==> config.mk <==
export PLATFORM = sky130hd
export DESIGN_NAME = ap_ctrl_txn_tracker_flat
export DESIGN_NICKNAME = d
export VERILOG_FILES = /design/src/rtl/ap_ctrl_trk_pkg.sv /design/src/rtl/ap_ctrl_txn_tracker_if.sv /design/src/rtl/trk_sync_fifo.sv /design/src/rtl/ap_ctrl_txn_tracker.sv /design/src/flat_wrapper.sv
export SDC_FILE = /design/constraint.sdc
export NUM_CORES = 1
export LEC_CHECK = 0
export ABC_AREA = 1
export BUFFER_PORTS_ARGS = -buffer_cell sky130_fd_sc_hd__buf_2
export CAP_MARGIN = 20
export CELL_PAD_IN_SITES_DETAIL_PLACEMENT = 1
export CELL_PAD_IN_SITES_GLOBAL_PLACEMENT = 2
export CORE_UTILIZATION = 35
export DETAILED_ROUTE_END_ITERATION = 6
export GPL_ROUTABILITY_DRIVEN = 0
export GPL_TIMING_DRIVEN = 0
export MAX_ROUTING_LAYER = met4
export PLACE_DENSITY_LB_ADDON = 0.12
export RECOVER_POWER = 50
export SYNTH_ARGS = -nofsm -noshare
export SYNTH_HDL_FRONTEND = slang
export SYNTH_SLANG_ARGS = --single-unit
==> constraint.sdc <==
create_clock -name clock -period 23.3 [get_ports clock]
set_input_delay 1.165 -clock clock [delete_from_list [all_inputs] [get_ports clock]]
set_output_delay 1.165 -clock clock [all_outputs]
set_load 0.005 [all_outputs]
==> src/rtl/ap_ctrl_trk_pkg.sv <==
// ---------------------------------------------------------------------------
// ap_ctrl_trk_pkg
// Shared types and default sizes for the ap_ctrl_hs transaction tracker.
//   TRK_TS_W        default timestamp width
//   TRK_PEND_DEPTH  default number of in-flight transactions
//   TRK_OUT_DEPTH   default record FIFO depth
//   TRK_CNT_W       default width of the record/drop counters
//   txn_rec_t       one completed transaction at the default timestamp width
//   fsm_e           run / drain / done control state
//   phase_e         input-side start/ready phase
// ---------------------------------------------------------------------------
package ap_ctrl_trk_pkg;

  localparam int TRK_TS_W       = 32;
  localparam int TRK_PEND_DEPTH = 4;
  localparam int TRK_OUT_DEPTH  = 8;
  localparam int TRK_CNT_W      = 16;

  typedef struct packed {
    logic [TRK_TS_W-1:0] startTs;
    logic [TRK_TS_W-1:0] readyTs;
    logic [TRK_TS_W-1:0] doneTs;
  } txn_rec_t;

  typedef enum logic [1:0] {
    RUN,
    DRAIN,
    DONE
  } fsm_e;

  typedef enum logic {
    IDLE,
    WAIT
  } phase_e;

endpackage

==> src/rtl/ap_ctrl_txn_tracker_if.sv <==
// ---------------------------------------------------------------------------
// ap_ctrl_txn_tracker_if
// Bundles the monitored ap_ctrl_hs handshake and the outgoing record stream.
//   ap_start/ap_ready/ap_done/ap_continue  monitored block-level handshake
//   rec_valid/rec_ready                    record stream handshake
//   rec_start_ts/rec_ready_ts/rec_done_ts  record timestamps
//   rec_latency                            done minus start, modulo 2^TS_W
// Modports:
//   master  drives the handshake and consumes records (environment side)
//   slave   observes the handshake and produces records (tracker side)
// ---------------------------------------------------------------------------
interface ap_ctrl_txn_tracker_if
  import ap_ctrl_trk_pkg::*;
#(
  parameter int TS_W = TRK_TS_W
) ();

  logic            ap_start;
  logic            ap_ready;
  logic            ap_done;
  logic            ap_continue;
  logic            rec_valid;
  logic            rec_ready;
  logic [TS_W-1:0] rec_start_ts;
  logic [TS_W-1:0] rec_ready_ts;
  logic [TS_W-1:0] rec_done_ts;
  logic [TS_W-1:0] rec_latency;

  modport master (
    output ap_start, ap_ready, ap_done, ap_continue, rec_ready,
    input  rec_valid, rec_start_ts, rec_ready_ts, rec_done_ts, rec_latency
  );

  modport slave (
    input  ap_start, ap_ready, ap_done, ap_continue, rec_ready,
    output rec_valid, rec_start_ts, rec_ready_ts, rec_done_ts, rec_latency
  );

endinterface

==> src/rtl/trk_sync_fifo.sv <==
// ---------------------------------------------------------------------------
// trk_sync_fifo
// Single-clock first-word-fall-through FIFO.
//   clock, reset  clock and synchronous active-high reset
//   i_wrEn        write request (ignored when full unless a read frees a slot)
//   i_wrData      write data
//   i_rdEn        read/pop request (ignored when empty)
//   o_rdData      head entry, valid whenever o_empty is low
//   o_full        DEPTH entries held
//   o_empty       no entries held
// DEPTH must be a power of two, at least 2.
// ---------------------------------------------------------------------------
module trk_sync_fifo #(
  parameter int WIDTH = 8,
  parameter int DEPTH = 4
) (
  input  logic             clock,
  input  logic             reset,
  input  logic             i_wrEn,
  input  logic [WIDTH-1:0] i_wrData,
  input  logic             i_rdEn,
  output logic [WIDTH-1:0] o_rdData,
  output logic             o_full,
  output logic             o_empty
);

  localparam int AW = $clog2(DEPTH);

  logic [WIDTH-1:0] r_mem [DEPTH];
  logic [AW:0]      r_wrPtr;
  logic [AW:0]      r_rdPtr;
  logic             w_doWr;
  logic             w_doRd;

  // Pointers carry one extra wrap bit so full and empty are distinguishable.
  assign o_empty  = (r_wrPtr == r_rdPtr);
  assign o_full   = (r_wrPtr[AW] != r_rdPtr[AW]) &&
                    (r_wrPtr[AW-1:0] == r_rdPtr[AW-1:0]);
  assign w_doRd   = i_rdEn && !o_empty;
  // A pop in the same cycle frees the slot, so a write into a full FIFO
  // still lands when the head is leaving.
  assign w_doWr   = i_wrEn && (!o_full || w_doRd);
  assign o_rdData = r_mem[r_rdPtr[AW-1:0]];

  // Pointer registers; reset empties the FIFO without touching storage.
  always_ff @(posedge clock) begin
    if (reset) begin
      r_wrPtr <= '0;
      r_rdPtr <= '0;
    end else begin
      if (w_doWr) r_wrPtr <= r_wrPtr + 1'b1;
      if (w_doRd) r_rdPtr <= r_rdPtr + 1'b1;
    end
  end

  // Storage array; contents are only meaningful between the pointers.
  always_ff @(posedge clock) begin
    if (w_doWr) r_mem[r_wrPtr[AW-1:0]] <= i_wrData;
  end

endmodule

==> src/rtl/ap_ctrl_txn_tracker.sv <==
// ---------------------------------------------------------------------------
// ap_ctrl_txn_tracker
// Turns one ap_ctrl_hs handshake into per-transaction timestamp records.
//   clock, reset     clock and synchronous active-high reset
//   bus (slave)      monitored ap_start/ap_ready/ap_done/ap_continue plus
//                    the FWFT record stream rec_valid/rec_ready/rec_*
//   finish           end-of-run request, level-sampled while running
//   txn_count        records written to the record FIFO (saturating)
//   drop_count       records lost to a full record FIFO (saturating)
//   err_orphan_done  sticky: done event with nothing in flight
//   err_pend_full    sticky: handshake lost because the pending queue was full
//   drained          finish seen and everything in flight delivered
// ---------------------------------------------------------------------------
module ap_ctrl_txn_tracker
  import ap_ctrl_trk_pkg::*;
#(
  parameter int TS_W       = TRK_TS_W,
  parameter int PEND_DEPTH = TRK_PEND_DEPTH,
  parameter int OUT_DEPTH  = TRK_OUT_DEPTH,
  parameter int CNT_W      = TRK_CNT_W
) (
  input  logic                 clock,
  input  logic                 reset,
  ap_ctrl_txn_tracker_if.slave bus,
  input  logic                 finish,
  output logic [CNT_W-1:0]     txn_count,
  output logic [CNT_W-1:0]     drop_count,
  output logic                 err_orphan_done,
  output logic                 err_pend_full,
  output logic                 drained
);

  typedef struct packed {
    logic [TS_W-1:0] startTs;
    logic [TS_W-1:0] readyTs;
  } pend_t;

  typedef struct packed {
    logic [TS_W-1:0] startTs;
    logic [TS_W-1:0] readyTs;
    logic [TS_W-1:0] doneTs;
  } rec_t;

  logic [TS_W-1:0] r_cyc;
  logic [TS_W-1:0] r_startTs;
  logic [TS_W-1:0] w_hsStart;
  fsm_e            r_fsm;
  fsm_e            w_fsmNext;
  phase_e          r_phase;
  phase_e          w_phaseNext;
  logic            w_accept;
  logic            w_hs;
  logic            w_latchStart;
  logic            w_doneEvt;
  logic            w_pendPush;
  logic            w_pendPop;
  logic            w_pendFull;
  logic            w_pendEmpty;
  logic            w_pendOverflow;
  logic            w_bypass;
  logic            w_orphan;
  logic            w_recWr;
  logic            w_recWrOk;
  logic            w_recDrop;
  logic            w_recPop;
  logic            w_recFull;
  logic            w_recEmpty;
  pend_t           w_pendIn;
  pend_t           w_pendHead;
  rec_t            w_recIn;
  rec_t            w_recHead;

  // Free-running cycle stamp; wraps silently.
  always_ff @(posedge clock) begin
    if (reset) r_cyc <= '0;
    else       r_cyc <= r_cyc + 1'b1;
  end

  // Run/drain/done state register.
  always_ff @(posedge clock) begin
    if (reset) r_fsm <= RUN;
    else       r_fsm <= w_fsmNext;
  end

  // Leave RUN on finish, then wait until nothing is in flight or buffered.
  // DONE is terminal until reset.
  always_comb begin
    w_fsmNext = r_fsm;
    case (r_fsm)
      RUN:     if (finish) w_fsmNext = DRAIN;
      DRAIN:   if (w_pendEmpty && w_recEmpty) w_fsmNext = DONE;
      DONE:    w_fsmNext = DONE;
      default: w_fsmNext = RUN;
    endcase
  end

  assign w_accept = (r_fsm == RUN);
  assign drained  = (r_fsm == DONE);

  // Input phase register plus the start timestamp held across WAIT.
  always_ff @(posedge clock) begin
    if (reset) begin
      r_phase   <= IDLE;
      r_startTs <= '0;
    end else begin
      r_phase <= w_phaseNext;
      if (w_latchStart) r_startTs <= r_cyc;
    end
  end

  // Start/ready tracking. A start with ready in the same cycle is an
  // immediate handshake; otherwise the start cycle is remembered until ready
  // arrives or start drops (abort). Once running stops, any half-open start
  // is abandoned and new starts are ignored.
  always_comb begin
    w_phaseNext  = r_phase;
    w_hs         = 1'b0;
    w_hsStart    = r_startTs;
    w_latchStart = 1'b0;
    if (!w_accept) begin
      w_phaseNext = IDLE;
    end else begin
      case (r_phase)
        IDLE: begin
          if (bus.ap_start) begin
            if (bus.ap_ready) begin
              w_hs      = 1'b1;
              w_hsStart = r_cyc;
            end else begin
              w_phaseNext  = WAIT;
              w_latchStart = 1'b1;
            end
          end
        end
        WAIT: begin
          if (!bus.ap_start) begin
            w_phaseNext = IDLE;
          end else if (bus.ap_ready) begin
            w_hs        = 1'b1;
            w_phaseNext = IDLE;
          end
        end
        default: w_phaseNext = IDLE;
      endcase
    end
  end

  // Done pairing. The oldest pending entry is consumed first; with nothing
  // pending, a same-cycle handshake is paired directly instead of being
  // queued. A done with neither is an orphan.
  assign w_doneEvt      = bus.ap_done && bus.ap_continue;
  assign w_pendPop      = w_doneEvt && !w_pendEmpty;
  assign w_bypass       = w_doneEvt && w_pendEmpty && w_hs;
  assign w_orphan       = w_doneEvt && w_pendEmpty && !w_hs;
  assign w_pendOverflow = w_hs && !w_bypass && w_pendFull && !w_pendPop;
  assign w_pendPush     = w_hs && !w_bypass && !w_pendOverflow;

  assign w_pendIn.startTs = w_hsStart;
  assign w_pendIn.readyTs = r_cyc;

  // Record assembly on the done cycle, from either the queue head or the
  // bypassed handshake.
  always_comb begin
    w_recIn.doneTs = r_cyc;
    if (w_pendPop) begin
      w_recIn.startTs = w_pendHead.startTs;
      w_recIn.readyTs = w_pendHead.readyTs;
    end else begin
      w_recIn.startTs = w_hsStart;
      w_recIn.readyTs = r_cyc;
    end
  end

  assign w_recPop  = bus.rec_ready && !w_recEmpty;
  assign w_recWr   = w_pendPop || w_bypass;
  assign w_recDrop = w_recWr && w_recFull && !w_recPop;
  assign w_recWrOk = w_recWr && !w_recDrop;

  trk_sync_fifo #(
    .WIDTH ($bits(pend_t)),
    .DEPTH (PEND_DEPTH)
  ) u_pendQ (
    .clock    (clock),
    .reset    (reset),
    .i_wrEn   (w_pendPush),
    .i_wrData (w_pendIn),
    .i_rdEn   (w_pendPop),
    .o_rdData (w_pendHead),
    .o_full   (w_pendFull),
    .o_empty  (w_pendEmpty)
  );

  trk_sync_fifo #(
    .WIDTH ($bits(rec_t)),
    .DEPTH (OUT_DEPTH)
  ) u_recQ (
    .clock    (clock),
    .reset    (reset),
    .i_wrEn   (w_recWrOk),
    .i_wrData (w_recIn),
    .i_rdEn   (w_recPop),
    .o_rdData (w_recHead),
    .o_full   (w_recFull),
    .o_empty  (w_recEmpty)
  );

  // Record fields are forced to zero while no record is presented so stale
  // FIFO storage never shows on the outputs.
  assign bus.rec_valid    = !w_recEmpty;
  assign bus.rec_start_ts = w_recEmpty ? '0 : w_recHead.startTs;
  assign bus.rec_ready_ts = w_recEmpty ? '0 : w_recHead.readyTs;
  assign bus.rec_done_ts  = w_recEmpty ? '0 : w_recHead.doneTs;
  assign bus.rec_latency  = w_recEmpty ? '0 : (w_recHead.doneTs - w_recHead.startTs);

  // Saturating record/drop counters and sticky protocol error flags.
  always_ff @(posedge clock) begin
    if (reset) begin
      txn_count       <= '0;
      drop_count      <= '0;
      err_orphan_done <= 1'b0;
      err_pend_full   <= 1'b0;
    end else begin
      if (w_recWrOk && (txn_count != {CNT_W{1'b1}}))  txn_count  <= txn_count + 1'b1;
      if (w_recDrop && (drop_count != {CNT_W{1'b1}})) drop_count <= drop_count + 1'b1;
      if (w_orphan)       err_orphan_done <= 1'b1;
      if (w_pendOverflow) err_pend_full   <= 1'b1;
    end
  end

endmodule

==> src/flat_wrapper.sv <==
// flat-port wrapper written by rule: the top's interface ports become plain ports
module ap_ctrl_txn_tracker_flat import ap_ctrl_trk_pkg::*;
#(
  parameter int TS_W       = TRK_TS_W,
  parameter int PEND_DEPTH = TRK_PEND_DEPTH,
  parameter int OUT_DEPTH  = TRK_OUT_DEPTH,
  parameter int CNT_W      = TRK_CNT_W
)
  (clock, reset, finish, txn_count, drop_count, err_orphan_done, err_pend_full, drained, bus_ap_start, bus_ap_ready, bus_ap_done, bus_ap_continue, bus_rec_ready, bus_rec_valid, bus_rec_start_ts, bus_rec_ready_ts, bus_rec_done_ts, bus_rec_latency);
  ap_ctrl_txn_tracker_if #(.TS_W(TS_W)) bus_i ();
  input  logic clock;
  input  logic reset;
  input  logic finish;
  output logic [CNT_W-1:0] txn_count;
  output logic [CNT_W-1:0] drop_count;
  output logic err_orphan_done;
  output logic err_pend_full;
  output logic drained;
  input wire logic [$bits(bus_i.ap_start)-1:0] bus_ap_start;
  input wire logic [$bits(bus_i.ap_ready)-1:0] bus_ap_ready;
  input wire logic [$bits(bus_i.ap_done)-1:0] bus_ap_done;
  input wire logic [$bits(bus_i.ap_continue)-1:0] bus_ap_continue;
  input wire logic [$bits(bus_i.rec_ready)-1:0] bus_rec_ready;
  output wire logic [$bits(bus_i.rec_valid)-1:0] bus_rec_valid;
  output wire logic [$bits(bus_i.rec_start_ts)-1:0] bus_rec_start_ts;
  output wire logic [$bits(bus_i.rec_ready_ts)-1:0] bus_rec_ready_ts;
  output wire logic [$bits(bus_i.rec_done_ts)-1:0] bus_rec_done_ts;
  output wire logic [$bits(bus_i.rec_latency)-1:0] bus_rec_latency;
  assign bus_i.ap_start = bus_ap_start;
  assign bus_i.ap_ready = bus_ap_ready;
  assign bus_i.ap_done = bus_ap_done;
  assign bus_i.ap_continue = bus_ap_continue;
  assign bus_i.rec_ready = bus_rec_ready;
  assign bus_rec_valid = bus_i.rec_valid;
  assign bus_rec_start_ts = bus_i.rec_start_ts;
  assign bus_rec_ready_ts = bus_i.rec_ready_ts;
  assign bus_rec_done_ts = bus_i.rec_done_ts;
  assign bus_rec_latency = bus_i.rec_latency;
  ap_ctrl_txn_tracker #(.TS_W(TS_W), .PEND_DEPTH(PEND_DEPTH), .OUT_DEPTH(OUT_DEPTH), .CNT_W(CNT_W)) u_core (.clock(clock), .reset(reset), .bus(bus_i), .finish(finish), .txn_count(txn_count), .drop_count(drop_count), .err_orphan_done(err_orphan_done), .err_pend_full(err_pend_full), .drained(drained));
endmodule
# == Word level (Yosys, flattened, before mapping) ==
# Memories as Yosys holds them, arrays and structs flattened. A register that Yosys moved wholly into a read port is not among the register bits.
# Cells that the tools add are included.
# classes
eq_ne,12
shift,0
n_reduce_logical,38
n_div,0
n_bitwise,1
mux,27
order_cmp,0
mul,0
n_addsub,8
# ops
op,n
two-way mux 32 bit,8
two-way mux 64 bit,1
"adder 16 x 1 -> 16 bit, second input constant",2
"adder 32 x 1 -> 32 bit, second input constant",1
"!= test 16 bit, second input constant",2
subtractor 32 bit,1
logical AND 1 bit,22
two-way mux 1 bit,11
zero test 1 bit,10
"adder 4 x 1 -> 4 bit, second input constant",2
two-way mux 2 bit,4
"adder 3 x 1 -> 3 bit, second input constant",2
== test 3 bit,2
two-way mux 3 bit,2
case mux 2 bit (3 select lines),1
== test 4 bit,1
logical OR 1 bit,3
"== test 2 x 1 -> 1 bit, second input constant",1
== test 2 bit,1
"== test 2 bit, second input constant",1
zero test 2 bit,1
!= test 1 bit,2
"!= test 2 x 1 -> 1 bit, second input constant",1
"!= test 2 bit, second input constant",1
3 further kinds,3
# word_totals
ramBits,1024
n_memories,2
mem_bits_ro,0
in_bits,8
latchBits,0
reg_bits,115
# mem_list
memory,depth,width,read_ports,rd_clocked_by_memory_dff,write_ports,line_no,text
u_core.u_recQ.r_mem,8,96,1,1,1,trk_sync_fifo.sv:29,logic [WIDTH-1:0] r_mem [DEPTH];
u_core.u_pendQ.r_mem,4,64,1,1,1,trk_sync_fifo.sv:29,

# == Longest topological paths before layout ==
# Gate-level depths: netlist of run 1.
# depth
word_depth,13
ltp_mapped,21
ltp_nobuf,18

# == By module ==
# From an unflattened synthesis of run 1, not the netlist that was laid out.
# hier_totals
hier_cells,4690
area_unflattened_um2,49316.0
# modules_own_cells
mod,n_inst,area_each_um2,cells_each
trk_sync_fifo at u_core.u_recQ,1,30359.1,2349
trk_sync_fifo at u_core.u_pendQ,1,9892.0,685
ap_ctrl_txn_tracker,1,9064.9,1656

# == Least setup slack after synthesis of run 1 ==
# No wires, ideal clock.
# synth_path
path_type,input -> register
startpoint,input port bus_ap_start
endpoint,memory u_core.u_recQ.r_mem[6][0] (netlist name) (enable)
cell_stages,8
slack_ns,14.261
t_arrival_ns,8.370
path_buffers,0
required_time_ns,22.631
cell_sequence,nand2_1 inv_2 nand2_2 nand4_2 nand2_1 nor2_2 nand2_1 nor3_1
# synth_via
elab_chain_len,11
# synth_rtl
element,line_no,text
"start, declared",flat_wrapper.sv:19,input wire logic [$bits(bus_i.ap_start)-1:0] bus_ap_start;
two-way mux 1 bit *,"ap_ctrl_txn_tracker.sv:125, ap_ctrl_txn_tracker.sv:136",
two-way mux 1 bit *,ap_ctrl_txn_tracker.sv:120,if (!w_accept) begin
logical AND 1 bit *,ap_ctrl_txn_tracker.sv:153,assign w_bypass = w_doneEvt && w_pendEmpty && w_hs;
logical OR 1 bit *,ap_ctrl_txn_tracker.sv:175,assign w_recWr = w_pendPop || w_bypass;
logical AND 1 bit (2 in series),ap_ctrl_txn_tracker.sv:176,assign w_recDrop = w_recWr && w_recFull && !w_recPop;
zero test 1 bit,ap_ctrl_txn_tracker.sv:177,assign w_recWrOk = w_recWr && !w_recDrop;
logical AND 1 bit *,ap_ctrl_txn_tracker.sv:177,
logical AND 1 bit *,trk_sync_fifo.sv:42,assign w_doWr = i_wrEn && (!o_full || w_doRd);
two-way mux 1 bit *,trk_sync_fifo.sv:58,if (w_doWr) r_mem[r_wrPtr[AW-1:0]] <= i_wrData;
two-way mux 1 bit (implied by the code) *,trk_sync_fifo.sv:58,
"end, declared",trk_sync_fifo.sv:29,
# Mark *: on every way between the ends. The rest lies on a longest branch, timed or not.

==> reports/summary.log, run 1 <==
qor: critical_path.timing.reg2reg.worst_path_depth 11
qor: critical_path.worst_r2r_startpoint u_core.r_fsm[0]
qor: sta.worst_slack 16930 ps
qor: sta.setup-violations-final 0
qor: clocking.cts.sink_count 1144
qor: sta.report.final.slew_viol_count 335
qor: yosys.synthFlopType edfxtp_1
qor: clocking.clock_tree_from_tritoncts done
qor: sta.timing.clock.skew 30.65 ps
qor: finish.finalCoreUtilization 0.4103
qor: floorplanning.start_util 0.3533
qor: yosys.post_synth_instance_area 0.04870 mm²
qor: sta.finalCriticalPeriod 6372 ps
qor: sta.worst_pin_slew 2702 ps
qor: pwr.power_density 123.0 mW/mm²
qor: drt.post_dr_vias_cell 5.340
qor: finish.antennaDiodeCount 0
qor: pwr.peakVddDrop 0.00006247 V
qor: yosys.synthesis.area_per_instance 10.97 µm²
qor: yosys.synthesis.nets 4494
qor: sta.grt_setup_unrepaired no
qor: critical_path.critPathRequiredTime 22140 ps
qor: finish.fraction_of_layout_instances_using_a_drive_strength_above_1 0.09660
qor: critical_path.regToRegSetupSlack 17620 ps
qor: critical_path.timing.critical_path.fanout_max 10
qor: drt.initialDrtViolationCount 2793
qor: pwr.p_leak 20.04 nW
qor: floorplanning.floorplan.die_area 0.1406 mm²
qor: global_routing.grt_overflow 0
qor: drt.routedWlPerCell 26.03 µm
qor: floorplanning.floorplan.die.width 375.0 µm
qor: critical_path.worst_setup_path_endpoint bus_rec_latency[12]
qor: critical_path.timing.critical_path.arrival 5210 ps
qor: floorplanning.die_h 375.0 µm
qor: critical_path.critPathCaptureType primary output
qor: floorplanning.number_of_i_o_pins 172
qor: placed_design.dp.final_hpwl 125.9 mm
qor: run_status.status finished, violations left
qor: run_status.violations capacitance limit, slew limit
qor: sta.finalHoldViolCount 0
qor: floorplanning.coreArea 0.1378 mm²
qor: placed_design.numPortBuffers 170
qor: critical_path.crit_type reg2out
qor: drt.dr_total_vias 35790
qor: sta.achievable-frequency 156.9 MHz
qor: global_routing.grt_pass1_wl 250.8 mm
qor: clocking.cts.reportedPaths.clkPinSlew 60 ps
qor: clocking.cts_buffers 131
qor: yosys.syn-instance-count 4440
qor: yosys.yosys_warnings 0
qor: yosys.synthDistinctLibCells 45
qor: sta.timing.final.crit_share 0.2735
qor: sta.finalSetupTns 0 ps
qor: global_routing.grt_pass1_vias 36110
qor: clocking.cts-resized-gates 0
qor: drt.drtPass1Iterations 5
qor: yosys.synth_async_sr_flop_share 0
qor: clocking.holdBufCountCts 0
qor: global_routing.antenna_found_initial 8
qor: sta.max-slew-margin-rel -0.8077
qor: yosys.synth_largest_area_cell edfxtp_1
qor: critical_path.critical_path_start_type register
qor: placed_design.place_ws 17620 ps
qor: drt.postRouteWirelength 174.4 mm
qor: clocking.h-tree-depth 4
qor: clocking.cts-root-buf clkbuf_16
qor: yosys.yosys.area.top_type_share 0.6314
qor: drt.postRouteAntennaNets 0
qor: sta.fin_worst_hold_slack 475.7 ps
qor: min_path.hold_path.class reg2reg
qor: global_routing.grt_max_degree 26
qor: finish.nets 4863
qor: floorplanning.floorplan.rows 136
qor: global_routing.groute.usage.overall 0.2537
qor: pwr.totalPowerFinal 6.957 mW
qor: flow_run.drv.max_cap_violation_count 16
qor: drt.drc_errors 0
qor: yosys.ys_seq_area_frac 0.6807
qor: critical_path.worst_r2r_endpoint u_core.u_recQ.r_mem[7][18]
qor: yosys.synth-seq-cells 1144
qor: yosys.area_contributors_post_synth edfxtp_1 (63%), nor2_1 (6.2%), o21ai_0 (6.0%), dfxtp_1 (4.9%), nand2_1 (4.9%)
qor: clocking.clk_latency 770 ps
qor: finish.area_delta_synth_final 16.11%
qor: clocking.postCtsSetupRepairBufs 0
qor: clocking.clk_path_buf_depth 3
qor: yosys.synth_enable_flop_cells 1024
[cells in the final DEF, fill, tap and decap left out, types with 28 or more instances in the layout]
cell,instances
nor2_1,803
a21oi_1,200
nand2_1,638
nor3_1,36
inv_1,212
buf_2,202
o21ai_0,613
clkinv_1,28
o221ai_1,30
clkbuf_1,223
o22ai_1,190
clkbuf_16,135
edfxtp_1,1024
ha_1,45
dfxtp_1,120
a31oi_1,32
o21ai_1,45
nand3_1,106
[state kept, by name, indices dropped and copies added, names as in the netlist, named ones only]
name	cells
u_core.drop_count	16
u_core.err_orphan_done	1
u_core.err_pend_full	1
u_core.r_cyc	32
u_core.r_fsm	2
u_core.r_phase	1
u_core.r_startTs	32
u_core.txn_count	16
u_core.u_pendQ.r_mem	256
u_core.u_pendQ.r_rdPtr	3
u_core.u_pendQ.r_wrPtr	3
u_core.u_recQ.r_mem	768
u_core.u_recQ.r_rdPtr	4
u_core.u_recQ.r_wrPtr	4
[final cells by class]
| class | count | area (µm²) |
|---|---|---|
| buffer | 248 | 1204 |
| clock buffer | 163 | 3523 |
| clock inverter | 68 | 608.1 |
| fill | 15070 | 81280 |
| inverter | 217 | 817.0 |
| multi-input combinational | 2831 | 13400 |
| sequential | 1144 | 33150 |
| tap | 1794 | 2245 |
| timing repair buffer | 236 | 1603 |
[cell usage after synthesis (2+ instances only)]
library cell and instances:
buf_4 21, nand3b_1 2, buf_2 56, xor2_1 17, nor3b_1 2, o21ai_2 24
nand4_1 14, dfxtp_1 120, and2_1 6, nand3_2 5, inv_2 5, nand2_1 637
nor4_1 2, o21bai_1 4, nor3_1 34, o21a_1 3, nor2_2 3, inv_1 210
a31oi_1 32, buf_6 17, ha_1 45, clkbuf_1 139, o221ai_1 30, nor3b_2 2
o22ai_1 190, buf_8 3, edfxtp_1 1024, o21ai_0 581, xnor2_1 21, nand4_2 3
a21oi_1 200, o21ai_1 57, nand3_1 104, nor3_2 3, buf_1 12, nor2_1 803
[where the power goes]
group          switching, mW  internal, mW
clock network          0.849          1.16
logic                   1.85         0.714
registers             0.0289          2.35
[critical path: stages (launching register included)]
cell and delay (ps):
dfxtp_1 750, buf_6 310, inv_4 80, buf_4 230
clkbuf_1 320, o21ai_0 250, o22ai_1 130, nand2_1 150
nand2_1 150, ha_1 240, fa_1 410, inv_1 200
nand3_1 100, nand3_1 230, nand2_1 100, nand3_1 200
o21ai_0 110, a21oi_1 300, buf_2 180
[worst min-delay path by stage]
stage                              startpoint                   endpoint  slack [ps]  depth (start not counted)
floorplan           u_core.u_pendQ.r_rdPtr[2]  u_core.u_pendQ.r_rdPtr[2]         450                          2
global placement       u_core.err_orphan_done     u_core.err_orphan_done         460                          1
detailed placement     u_core.err_orphan_done     u_core.err_orphan_done         470                          1
CTS                    u_core.err_orphan_done     u_core.err_orphan_done         480                          1
global route           u_core.err_orphan_done     u_core.err_orphan_done         520                          1
finish                 u_core.err_orphan_done     u_core.err_orphan_done         480                          1
[cell families (layout without fill, tap and decap cells)]
family | after synthesis | after routing | share of synthesized area
and+or+nand+nor | 1625 | 1625 | 0.1327
DFF | 1144 | 1144 | 0.6807
AOI/OAI and AO/OA | 1122 | 1122 | 0.1256
buffers and inverters | 465 | 932 | 0.04226
adders and majority gates | 46 | 46 | 0.01197
xor gates and xnor gates | 38 | 38 | 0.006834
[routing by layer]
metal | GRT usage | up-vias | wire length [µm]
li1 | - | 16480 | -
met1 | 0.3394 | 18200 | 78660
met2 | 0.4108 | 941 | 83820
met3 | 0.03288 | 169 | 8834
met4 | 0.05776 | 0 | 3091
met5 | - | - | 0
[through the flow]
step	cells	cell area, µm²
6_report	6701	56550
5_1_grt	6701	56550
4_1_cts	6692	57040
3_5_place_dp	6461	52910
3_3_place_gp	6404	51800
2_1_floorplan	4440	48700
Power figures use the tool's default switching activity.
==> run 2: changes to the inputs <==
clock period = 6.01 ns   (was 23.3 ns; I/O delays follow)
==> run 2 against run 1 <==
Global-route usage is 0.068 points lower. Design area is 0.54% higher. Register-to-register slack worse by 17000 ps. Sequential share of layout area is 0.32 points lower. The run still ends with capacitance limit, slew limit left. Critical path depth stayed put.
==> reports/summary.log, run 2 (same netlist as run 1, synthesis figures left out) <==
qor: min_path.hold_path.class in2reg
qor: finish.nets 4861
qor: sta.max-slew-margin-rel -0.4942
qor: global_routing.grt_pass1_vias 35730
qor: finish.fill_cells 14980
qor: finish.antennaDiodeCount 0
qor: finish.multiInputGateArea 0.01341 mm²
qor: finish.area_delta_synth_final 16.74%
qor: critical_path.critical_path_start_type register
qor: clocking.cts.sink_count 1144
qor: global_routing.grt_use_met3 0.03018
qor: global_routing.grt_pass1_wl 250.5 mm
qor: global_routing.grt_max_degree 26
qor: pwr.p_leak 20.18 nW
qor: global_routing.groute.usage.overall 0.2530
qor: clocking.h-tree-depth 4
qor: drt.dr_total_vias 35810
qor: sta.finalHoldViolCount 0
qor: critical_path.timing.critical_path.fanout_max 10
qor: drt.post_dr_vias_cell 5.338
qor: sta.timing.final.crit_share 0.9272
qor: finish.most-common-layout-cells edfxtp_1 (1024), nor2_1 (802), nand2_1 (638)
qor: finish.layout.cells.non_filler 6708
qor: drt.postRouteWirelength 174.3 mm
qor: sta.setup-violations-final 0
qor: global_routing.globalRouteMet1Util 0.3393
qor: clocking.cts_buffers 132
qor: drt.initialDrtViolationCount 2680
qor: placed_design.numPortBuffers 170
qor: clocking.clk_latency 770 ps
qor: global_routing.met2_track_demand_over_resource_in_global_routing 0.4074
qor: sta.grt_setup_unrepaired no
qor: critical_path.critPathRequiredTime 5710 ps
qor: clocking.cts-root-buf clkbuf_16
qor: run_status.violations capacitance limit, slew limit
qor: finish.largest_register_ff_count 768
qor: finish.sequential_cell_area_in_the_final_layout 0.03315 mm²
qor: clocking.clk_path_buf_depth 3
qor: placed_design.dp.final_hpwl 125.5 mm
qor: sta.fin_worst_hold_slack 69.04 ps
qor: placed_design.numPlacedInstances 6457
qor: critical_path.critPathCaptureType primary output
qor: pwr.totalPowerFinal 27.22 mW
qor: drt.drtPass1Iterations 5
qor: sta.worst_pin_slew 2224 ps
qor: global_routing.antenna_found_initial 10
qor: placed_design.placed_inst_area 0.05298 mm²
qor: run_status.status finished, violations left
qor: critical_path.crit_type reg2out
qor: finish.stdcell_area 0.05686 mm²
qor: finish.fraction_of_layout_instances_using_a_drive_strength_above_1 0.09829
qor: floorplanning.floorplan.die.width 375.0 µm
qor: flow_run.drv.max_cap_violation_count 15
qor: floorplanning.start_util 0.3533
qor: sta.timing.clock.skew 28.49 ps
qor: clocking.clock_tree_from_tritoncts done
qor: clocking.cts.reportedPaths.clkPinSlew 60 ps
qor: floorplanning.number_of_i_o_pins 172
qor: critical_path.timing.critical_path.arrival 5270 ps
qor: drt.drc_errors 0
qor: finish.layout.cells.most_common edfxtp_1
qor: drt.routedWlPerCell 25.99 µm
qor: sta.achievable-frequency 179.4 MHz
qor: pwr.power_density 478.8 mW/mm²
qor: floorplanning.coreArea 0.1378 mm²
qor: pwr.peakVddDrop 0.0003037 V
qor: drt.postRouteAntennaNets 0
qor: clocking.cts-resized-gates 0
qor: sta.report.final.slew_viol_count 234
qor: sta.finalCriticalPeriod 5573 ps
qor: global_routing.top_usage_layer met2
qor: finish.finalCoreUtilization 0.4125
qor: floorplanning.die_h 375.0 µm
qor: floorplanning.floorplan.rows 136
qor: floorplanning.floorplan.die_area 0.1406 mm²
qor: global_routing.grt_overflow 0
==> run 2: changes by cell type in the layout (fill, tap and decap cells not counted), moves of 4 or more <==
cell,change
buf_16,+5
buf_6,-4
clkinv_2,+4
dlygate4sd3_1,+4
==> run 2: area by class of cell <==
class                           instances  area share
Sequential cell                      1144      0.5831
Multi-Input combinational cell       2831      0.2358
Clock buffer                          173     0.06355
Tap cell                             1794     0.03948
Timing Repair Buffer                  233     0.03076
Buffer                                248     0.02117
Inverter                              217     0.01437
Clock inverter                         68     0.01182
==> run 2: power breakdown <==
part / switching [mW] / internal, mW / total, mW
Clock: 3.32 / 4.72 / 8.04
Combinational: 7.18 / 2.77 / 9.95
Sequential: 0.113 / 9.12 / 9.23
==> run 2: path summary, 6_finish.rpt <==
kind	from	to	slack (ps)	cells past startpoint
worst min register to register	u_core.err_pend_full	u_core.err_pend_full	470	1
worst max-delay path	register	bus_rec_latency[12]	440	18
worst max register to register	u_core.r_fsm[0]	u_core.u_pendQ.r_mem[2][28]	940	11
worst min-delay path	bus_ap_continue	u_core.err_pend_full	70	5
==> run 2: stage by stage <==
stage,worst slack (ps),TNS (ps)
after floorplan,52.20,0
after global placement,-5591,-3992200
after detailed placement,1130,0
after CTS,289.1,0
after global routing,159.2,0
final,437.3,0
==> run 2: repair_timing <==
item	CTS	global route
setup endpoints to repair	0	0
hold buffers	4	0
buffers inserted	0	0
endpoints found under the hold margin	8	0
==> run 2: per-layer routing <==
layer  vias to the layer above  routed length, µm
met4                         0               4128
li1                      16480                  -
met5                         -                  0
met3                       216               8226
met2                       949              82970
met1                     18160              78980
==> run 2: worst max-delay path, stage by stage, from the launching register on <==
cell      delay, ps
dfxtp_1         780
buf_6           340
inv_4            90
buf_4           240
clkbuf_1        310
o21ai_0         250
o22ai_1         120
nand2_1         180
nand2_1         170
ha_1            250
fa_1            420
inv_1           180
nand3_1         100
nand3_1         210
nand2_1          90
nand3_1         190
o21ai_0         110
a21oi_1         290
buf_2           180
